File: config.mk
export PLATFORM = sky130hd
export DESIGN_NAME = serialtoparallel
export DESIGN_NICKNAME = d
export VERILOG_FILES = /design/src/rtl/phy_pkg.sv /design/src/rtl/comma_detect.sv /design/src/rtl/serialtoparallel.sv
export SDC_FILE = /design/constraint.sdc
export NUM_CORES = 1
export LEC_CHECK = 0
export ABC_CLOCK_PERIOD_IN_PS = 2400
export CELL_PAD_IN_SITES_DETAIL_PLACEMENT = 1
export CELL_PAD_IN_SITES_GLOBAL_PLACEMENT = 2
export CORE_UTILIZATION = 30
export DETAILED_ROUTE_END_ITERATION = 8
export MAX_ROUTING_LAYER = met4
export PLACE_DENSITY = 0.6
export RECOVER_POWER = 100
export SYNTH_ARGS = -nofsm -noshare
export SYNTH_HDL_FRONTEND = slang
export SYNTH_SLANG_ARGS = --single-unit
File: constraint.sdc
create_clock -name clk_8f -period 2.4 [get_ports clk_8f]
set_input_delay 0.6 -clock clk_8f [delete_from_list [all_inputs] [get_ports clk_8f]]
set_output_delay 0.6 -clock clk_8f [all_outputs]
set_load 0.01 [all_outputs]
File: src/rtl/phy_pkg.sv
// phy_pkg: receive-FSM state encoding and the idle comma shared with the transmit serializer.
package phy_pkg;

    typedef enum logic [1:0] {
        SEARCH = 2'd0,
        ALIGN  = 2'd1,
        LOCKED = 2'd2
    } state_e;

    localparam logic [7:0] IDLE_BYTE = 8'hBC;

endpackage

File: src/rtl/comma_detect.sv
// comma_detect: MSB-first 8-bit shift register with a compare against the idle comma.
module comma_detect
    import phy_pkg::*;
#(
    parameter logic [7:0] IDLE = IDLE_BYTE
) (
    input  logic       clk_8f,
    input  logic       reset_L,
    input  logic       bit_i,
    output logic [7:0] sr_o,
    output logic       match_o
);

    logic [7:0] sr_q;

    always_ff @(posedge clk_8f or negedge reset_L) begin
        if (!reset_L) sr_q <= 8'd0;
        else          sr_q <= {sr_q[6:0], bit_i};
    end

    assign sr_o    = sr_q;
    assign match_o = sr_q == IDLE;

endmodule

File: src/rtl/serialtoparallel.sv
// serialtoparallel: comma-aligned serial-to-byte receiver with lock FSM.
// Define SERTOPAR_RELOCK_EN to drop lock after BC_LOCK misaligned commas.
module serialtoparallel
    import phy_pkg::*;
#(
    parameter int unsigned BC_LOCK = 4,
    parameter logic [7:0]  IDLE    = IDLE_BYTE
) (
    input  logic       clk_8f,
    input  logic       reset_L,
    input  logic       data_in,
    output logic [7:0] data_out,
    output logic       valid_out,
    output logic       active
);

    localparam logic [3:0] LOCK_N = 4'(BC_LOCK);

    logic [7:0] sr;
    logic       match;
    logic       boundary;
    logic       lock_loss;
    state_e     state_q, state_d;
    logic [2:0] ph_q, ph_d;
    logic [3:0] bc_q, bc_d;
    logic [7:0] data_q, data_d;
    logic       valid_q, valid_d;
    logic       active_q;
`ifdef SERTOPAR_RELOCK_EN
    logic [3:0] mis_q, mis_d;
`endif

    comma_detect #(.IDLE(IDLE)) u_comma (
        .clk_8f (clk_8f),
        .reset_L(reset_L),
        .bit_i  (data_in),
        .sr_o   (sr),
        .match_o(match)
    );

    assign boundary = ph_q == 3'd7;

    always_comb begin
        state_d   = state_q;
        ph_d      = ph_q + 3'd1;
        bc_d      = bc_q;
        data_d    = data_q;
        valid_d   = 1'b0;
        lock_loss = 1'b0;
`ifdef SERTOPAR_RELOCK_EN
        mis_d = mis_q;
        if (state_q == LOCKED && match) mis_d = boundary ? 4'd0 : mis_q + 4'd1;
        lock_loss = state_q == LOCKED && mis_d == LOCK_N;
        if (lock_loss) mis_d = 4'd0;
`endif
        case (state_q)
            SEARCH: begin
                ph_d = 3'd0;
                if (match) begin
                    bc_d    = 4'd1;
                    state_d = (LOCK_N == 4'd1) ? LOCKED : ALIGN;
                end
            end
            ALIGN: if (boundary) begin
                bc_d    = match ? bc_q + 4'd1 : 4'd0;
                state_d = !match ? SEARCH : (bc_q + 4'd1 == LOCK_N) ? LOCKED : ALIGN;
            end
            // lock loss wins over a coincident data boundary
            LOCKED: if (lock_loss) begin
                state_d = SEARCH;
                bc_d    = 4'd0;
            end else if (boundary && !match) begin
                data_d  = sr;
                valid_d = 1'b1;
            end
            default: state_d = SEARCH;
        endcase
    end

    always_ff @(posedge clk_8f or negedge reset_L) begin
        if (!reset_L) begin
            state_q  <= SEARCH;
            ph_q     <= 3'd0;
            bc_q     <= 4'd0;
            data_q   <= 8'd0;
            valid_q  <= 1'b0;
            active_q <= 1'b0;
`ifdef SERTOPAR_RELOCK_EN
            mis_q    <= 4'd0;
`endif
        end else begin
            state_q  <= state_d;
            ph_q     <= ph_d;
            bc_q     <= bc_d;
            data_q   <= data_d;
            valid_q  <= valid_d;
            active_q <= state_d == LOCKED;
`ifdef SERTOPAR_RELOCK_EN
            mis_q    <= mis_d;
`endif
        end
    end

    assign data_out  = data_q;
    assign valid_out = valid_q;
    assign active    = active_q;

endmodule

Word-level counts from Yosys, hierarchy flattened
Index checks and enable logic that the tools add are counted.
Storage, ports and cells
  output and inout port bits: 10
  input bits: 3
  word-level logic and storage cells: 35
  register bits after elaboration: 27
Operators by class
  add/subtract/negate cells: 2
  multiplexer cells: 12
  equality and inequality tests: 8
  reductions and logical operators: 6
Operators with widths (number)
  2-to-1 mux 4 bit: 3
  equality test 8 bit, second input constant: 1
  2-to-1 mux 2 bit: 4
  case mux 4 bit (2 select lines): 1
  case mux 2 bit (3 select lines): 1
  adder 4 x 1 -> 4 bit, second input constant: 1
  equality test 2 bit, second input constant: 2
  equality test 4 x 3 -> 1 bit, second input constant: 1
  inequality test 2 bit, second input constant: 2
  adder 3 x 1 -> 3 bit, second input constant: 1
  equality test 3 bit, second input constant: 1
  2-to-1 mux 3 bit: 1
  AND reduction 3 bit: 1
  equality test 2 x 1 -> 1 bit, second input constant: 1
  logical NOT 2 bit: 1
  2-to-1 mux 1 bit: 2
  AND reduction 2 bit: 1
  nonzero test 2 bit: 1
  logical AND 1 bit: 1
  logical NOT 1 bit: 1

Longest topological paths before layout
  word-level depth: 7
  depth in mapped cells: 5

Cells and area by module
Synthesis repeated with hierarchy kept, for this count alone.
Second synthesis, totals
  cells, all modules: 80
  area total of the unflattened synthesis: 1102.3 sq um
Modules (own cells, without submodules)
  serialtoparallel: sequential area each 475.5 sq um, cells an instance 69, instances 1, area each 877.1 sq um
  comma_detect: sequential area each 200.2 sq um, cells an instance 11, instances 1, area each 225.2 sq um

Worst setup path after synthesis
OpenSTA, ideal clock, no wires.
  path type: register to register
  start point: register ph_q[0]
  end point: register data_q[0] (netlist: data_out[0])
  arrival: 1.424 ns
  path slack: 0.851 ns
  cell stages (with the launch flop): 6
  cells stage by stage: dfrtp_1 ha_1 ha_1 nand3b_1 a21oi_4 mux2_2
Between the ends
  longest elaborated chain between the ends: 3
Ends and longest elaborated chain
  start, declared: line serialtoparallel.sv:24  | logic [2:0] ph_q, ph_d;
  start signal, assigned: line serialtoparallel.sv:93  | ph_q <= ph_d;
  equality test 3 bit: line serialtoparallel.sv:41  | assign boundary = ph_q == 3'd7;
  logical AND 1 bit: line serialtoparallel.sv:72  | end else if (boundary && !match) begin
  AND reduction 2 bit (no source line)
  end signal, assigned: line serialtoparallel.sv:95  | data_q <= data_d;
  end, declared: line serialtoparallel.sv:26  | logic [7:0] data_q, data_d;
Every way passes these cells.
A chain may end at the register's enable or synchronous reset.

Worst setup path in the final report
  start point: register data_q[2] (netlist: data_out[2])
  end point: output port data_out[2]
RTL lines
  end, declared: line serialtoparallel.sv:12  | output logic [7:0] data_out,
No word-level cell between the ends.

==> results by group <==
STA
  – Min Tclk post-route: roughly 1900 ps
  – Worst-Margin Slew: roughly 520 ps
  – FMAX: roughly 540 MHz
  – Fin. Hold Viols: 0
  – Slew Limit Headroom: between 60% and 70%
  – Final Skew: 5.15 ps
  – RSZ-0062 raised after global routing: false
  – Final slew viol count: 0
  – Final total negative setup slack: 0 ps
  – Fin crit share: between 70% and 80%
  – Final hold slack: between 300 and 400 ps
  – Final Setup Violations: 0

Setup path
  – CP Depth: 1
  – FF-to-FF path depth: 5
  – Setup crit end kind: output pin
  – Crit-path slowest cell: dlygate4sd3_1
  – Startpoint types: register
  – Slowest Stage Delay on Critical Path: around 600 ps
  – WP buf/inv: 1
  – CP top delay family: buffers and inverters
  – CP cell instances: dlygate4sd3_1
  – Setup CP Type: register to output pin
  – Worst Path Max Fanout: 2
  – Data arrival, critical path: 1260 ps
  – R2R setup slack: around 640 ps
  – R2R Path Start: ph_q[0]$_DFF_PN0_
  – Worst EP required: 1800 ps
  – Reg2reg end: data_out[5]$_DFFE_PN0P_

Pwr
  – Maximum VDD drop: between 0.0003 and 0.0004 V
  – PD cells: around 580 nW/µm²
  – Leakage: between 0.0006 and 0.0007 µW

Detailed routing
  – Drt wl/cell: around 14 µm
  – DRT iter0 DRCs: 18
  – DR DRC count: 0
  – Final WL: 1960 µm
  – Total number of vias: around 710
  – Remaining antenna violation count: 0
  – DRT Pass-1 Iters: 2
  – Vias per cell: around 5

Final layout
  – Area Overhead vs Synth: 19.5%
  – Antenna cells: 0
  – Filler cell count in the final layout: roughly 370
  – Most frequent cells in the layout: dfrtp_1 (27), dlygate4sd3_1 (12), mux2_2 (8)
  – Commonest non-fill, non-tap cell in the layout: dfrtp_1
  – Share of cells above drive strength 1: ~15%
  – Nets@finish: between 100 and 150
  – Final Instance Area: roughly 1300 µm²

Floorplan
  – Site Rows: 21
  – # IOs: 13
  – Die span in y: approximately 63 µm
  – Die area: around 4000 µm²
  – Initial Utilization: 32.3%
  – CORE AREA: 3440 µm²
  – Die Width: roughly 63 µm

Global routing
  – Vias in the first global route: slightly above 700
  – Largest net degree at the start of global routing: 28
  – First-pass GRT wire length: around 3600 µm
  – GRT overflow: 0
  – Total GRT Usage: between 10% and 20%
  – Initial antenna violation count: 0

CTS
  – H-tree lvl count: 1
  – Setup fix buffers added after clock tree synthesis: 0
  – Post-CTS Resized: 0
  – Clock transition at path regs: around 90 ps
  – Hold buffer count at cts: 0
  – Clock sinks: 27
  – CTS max path bufs: 2
  – Worst-Skew Late Latency: ~270 ps
  – CTS Buf Count: 3
  – Clock root buffer: clkbuf_8
  – TritonCTS clock tree: yes

Synth
  – Synth area leaders: dfrtp_1 (61%), mux2_2 (8.1%), nand4_1 (3.9%), ha_1 (3.4%), a211o_1 (2.4%)
  – Synth cell types: 24
  – Yosys synthesis warning count: 0
  – FF+latch count, synth: 27
  – Mapped cell area: roughly 1100 µm²
  – Syn Inst Count: 85
  – Mean Syn Cell Area: around 13 µm²
  – Syn nets: between 90 and 100
  – Sequential area share after synthesis: around 61%
  – Synth top area share: about three fifths
  – Yosys top cell by area: dfrtp_1

Run
  – Max_cap viols: 0

Worst hold path
  – Hold endpoint: u_comma.sr_o[4]$_DFF_PN0_
  – Type of the most critical hold path: register to register
  – Hold Crit Start: u_comma.sr_o[3]$_DFF_PN0_
  – Hold Path Stages: 0

Status
  – Run status: finished, final reports clean

Placed design
  – IO buf count: 12
  – Routability cong.: 0.657
  – Area post-placement: ~1300 µm²
  – HPWL after DPL: ~1400 µm
## how the worst max path moves through the flow
stage	startpoint	to	slack, ps
after global routing	ph_q[0]$_DFF_PN0_	data_out[3]$_DFFE_PN0P_	480
after CTS	ph_q[0]$_DFF_PN0_	data_out[5]$_DFFE_PN0P_	610
after detailed placement	ph_q[0]$_DFF_PN0_	data_out[2]$_DFFE_PN0P_	620
final	data_out[2]$_DFFE_PN0P_	data_out[2]	540
after floorplan	ph_q[0]$_DFF_PN0_	data_out[0]$_DFFE_PN0P_	850
after global placement	ph_q[0]$_DFF_PN0_	data_out[1]$_DFFE_PN0P_	690
## registers in the layout, summed over array words and instances, names as in the netlist
name	cells
valid_out	1
state_q	2
u_comma.sr_o	8
ph_q	3
data_out	8
bc_q	4
active	1
## cells in the mapped netlist (all sizes together)
library cell and n:
nand3b 2, a21oi 2, nand3 1, buf 2, nand2 1, mux2 8
and3 1, and4bb 1, nor2b 4, inv 4, nor2 3, and4b 1
nand4bb 2, a31oi 2, o21ai 4, clkbuf 2, ha 3, nor4bb 2
and3b 1, nand4 7, o22ai 2, dfrtp 27, a211o 3
## metrics by stage
step           setup slack, ps  util, %  std cells  power, µW
6_report                   537     38.6        144        767
5_1_grt                    480     38.6        144        813
4_1_cts                    610     38.6        144        789
3_5_place_dp               622     37.2        140        524
3_3_place_gp               687     37.2        140        523
2_1_floorplan              851        -         85        503
## power by group
part / internal [µW] / switching [µW] / total, µW
Sequential: 467 / 14.7 / 482
Combinational: 11.6 / 18.7 / 30.4
Clock: 118 / 138 / 255
Total: 596 / 171 / 767
## logic make-up after synthesis
family / Yosys count / share of synthesized area (%)
adder cells (fa/ha/maj): 3 / 3.37
buffers and inverters: 8 / 2.92
AND/OR/NAND/NOR: 26 / 16.5
AO/OA/AOI/OAI: 13 / 8.32
multiplexers: 8 / 8.10
flip-flops: 27 / 60.7
## layer usage
layer	track usage, %	routed length, µm	vias to the layer above
met2	18.0	935	8
met4	4.36	19	0
met5	-	0	-
li1	-	-	340
met3	4.01	69	2
met1	15.2	940	355
## final cells by class
type	count	area (µm²)	area share, %
inverter	4	15.0	1.13
clock inverter	1	7.51	0.565
timing repair buffer	13	128	9.60
sequential	27	676	50.8
tap	46	57.6	4.33
clock buffer	3	41.3	3.11
multi-input combinational	50	404	30.4
Power figures use the tool's default switching activity.
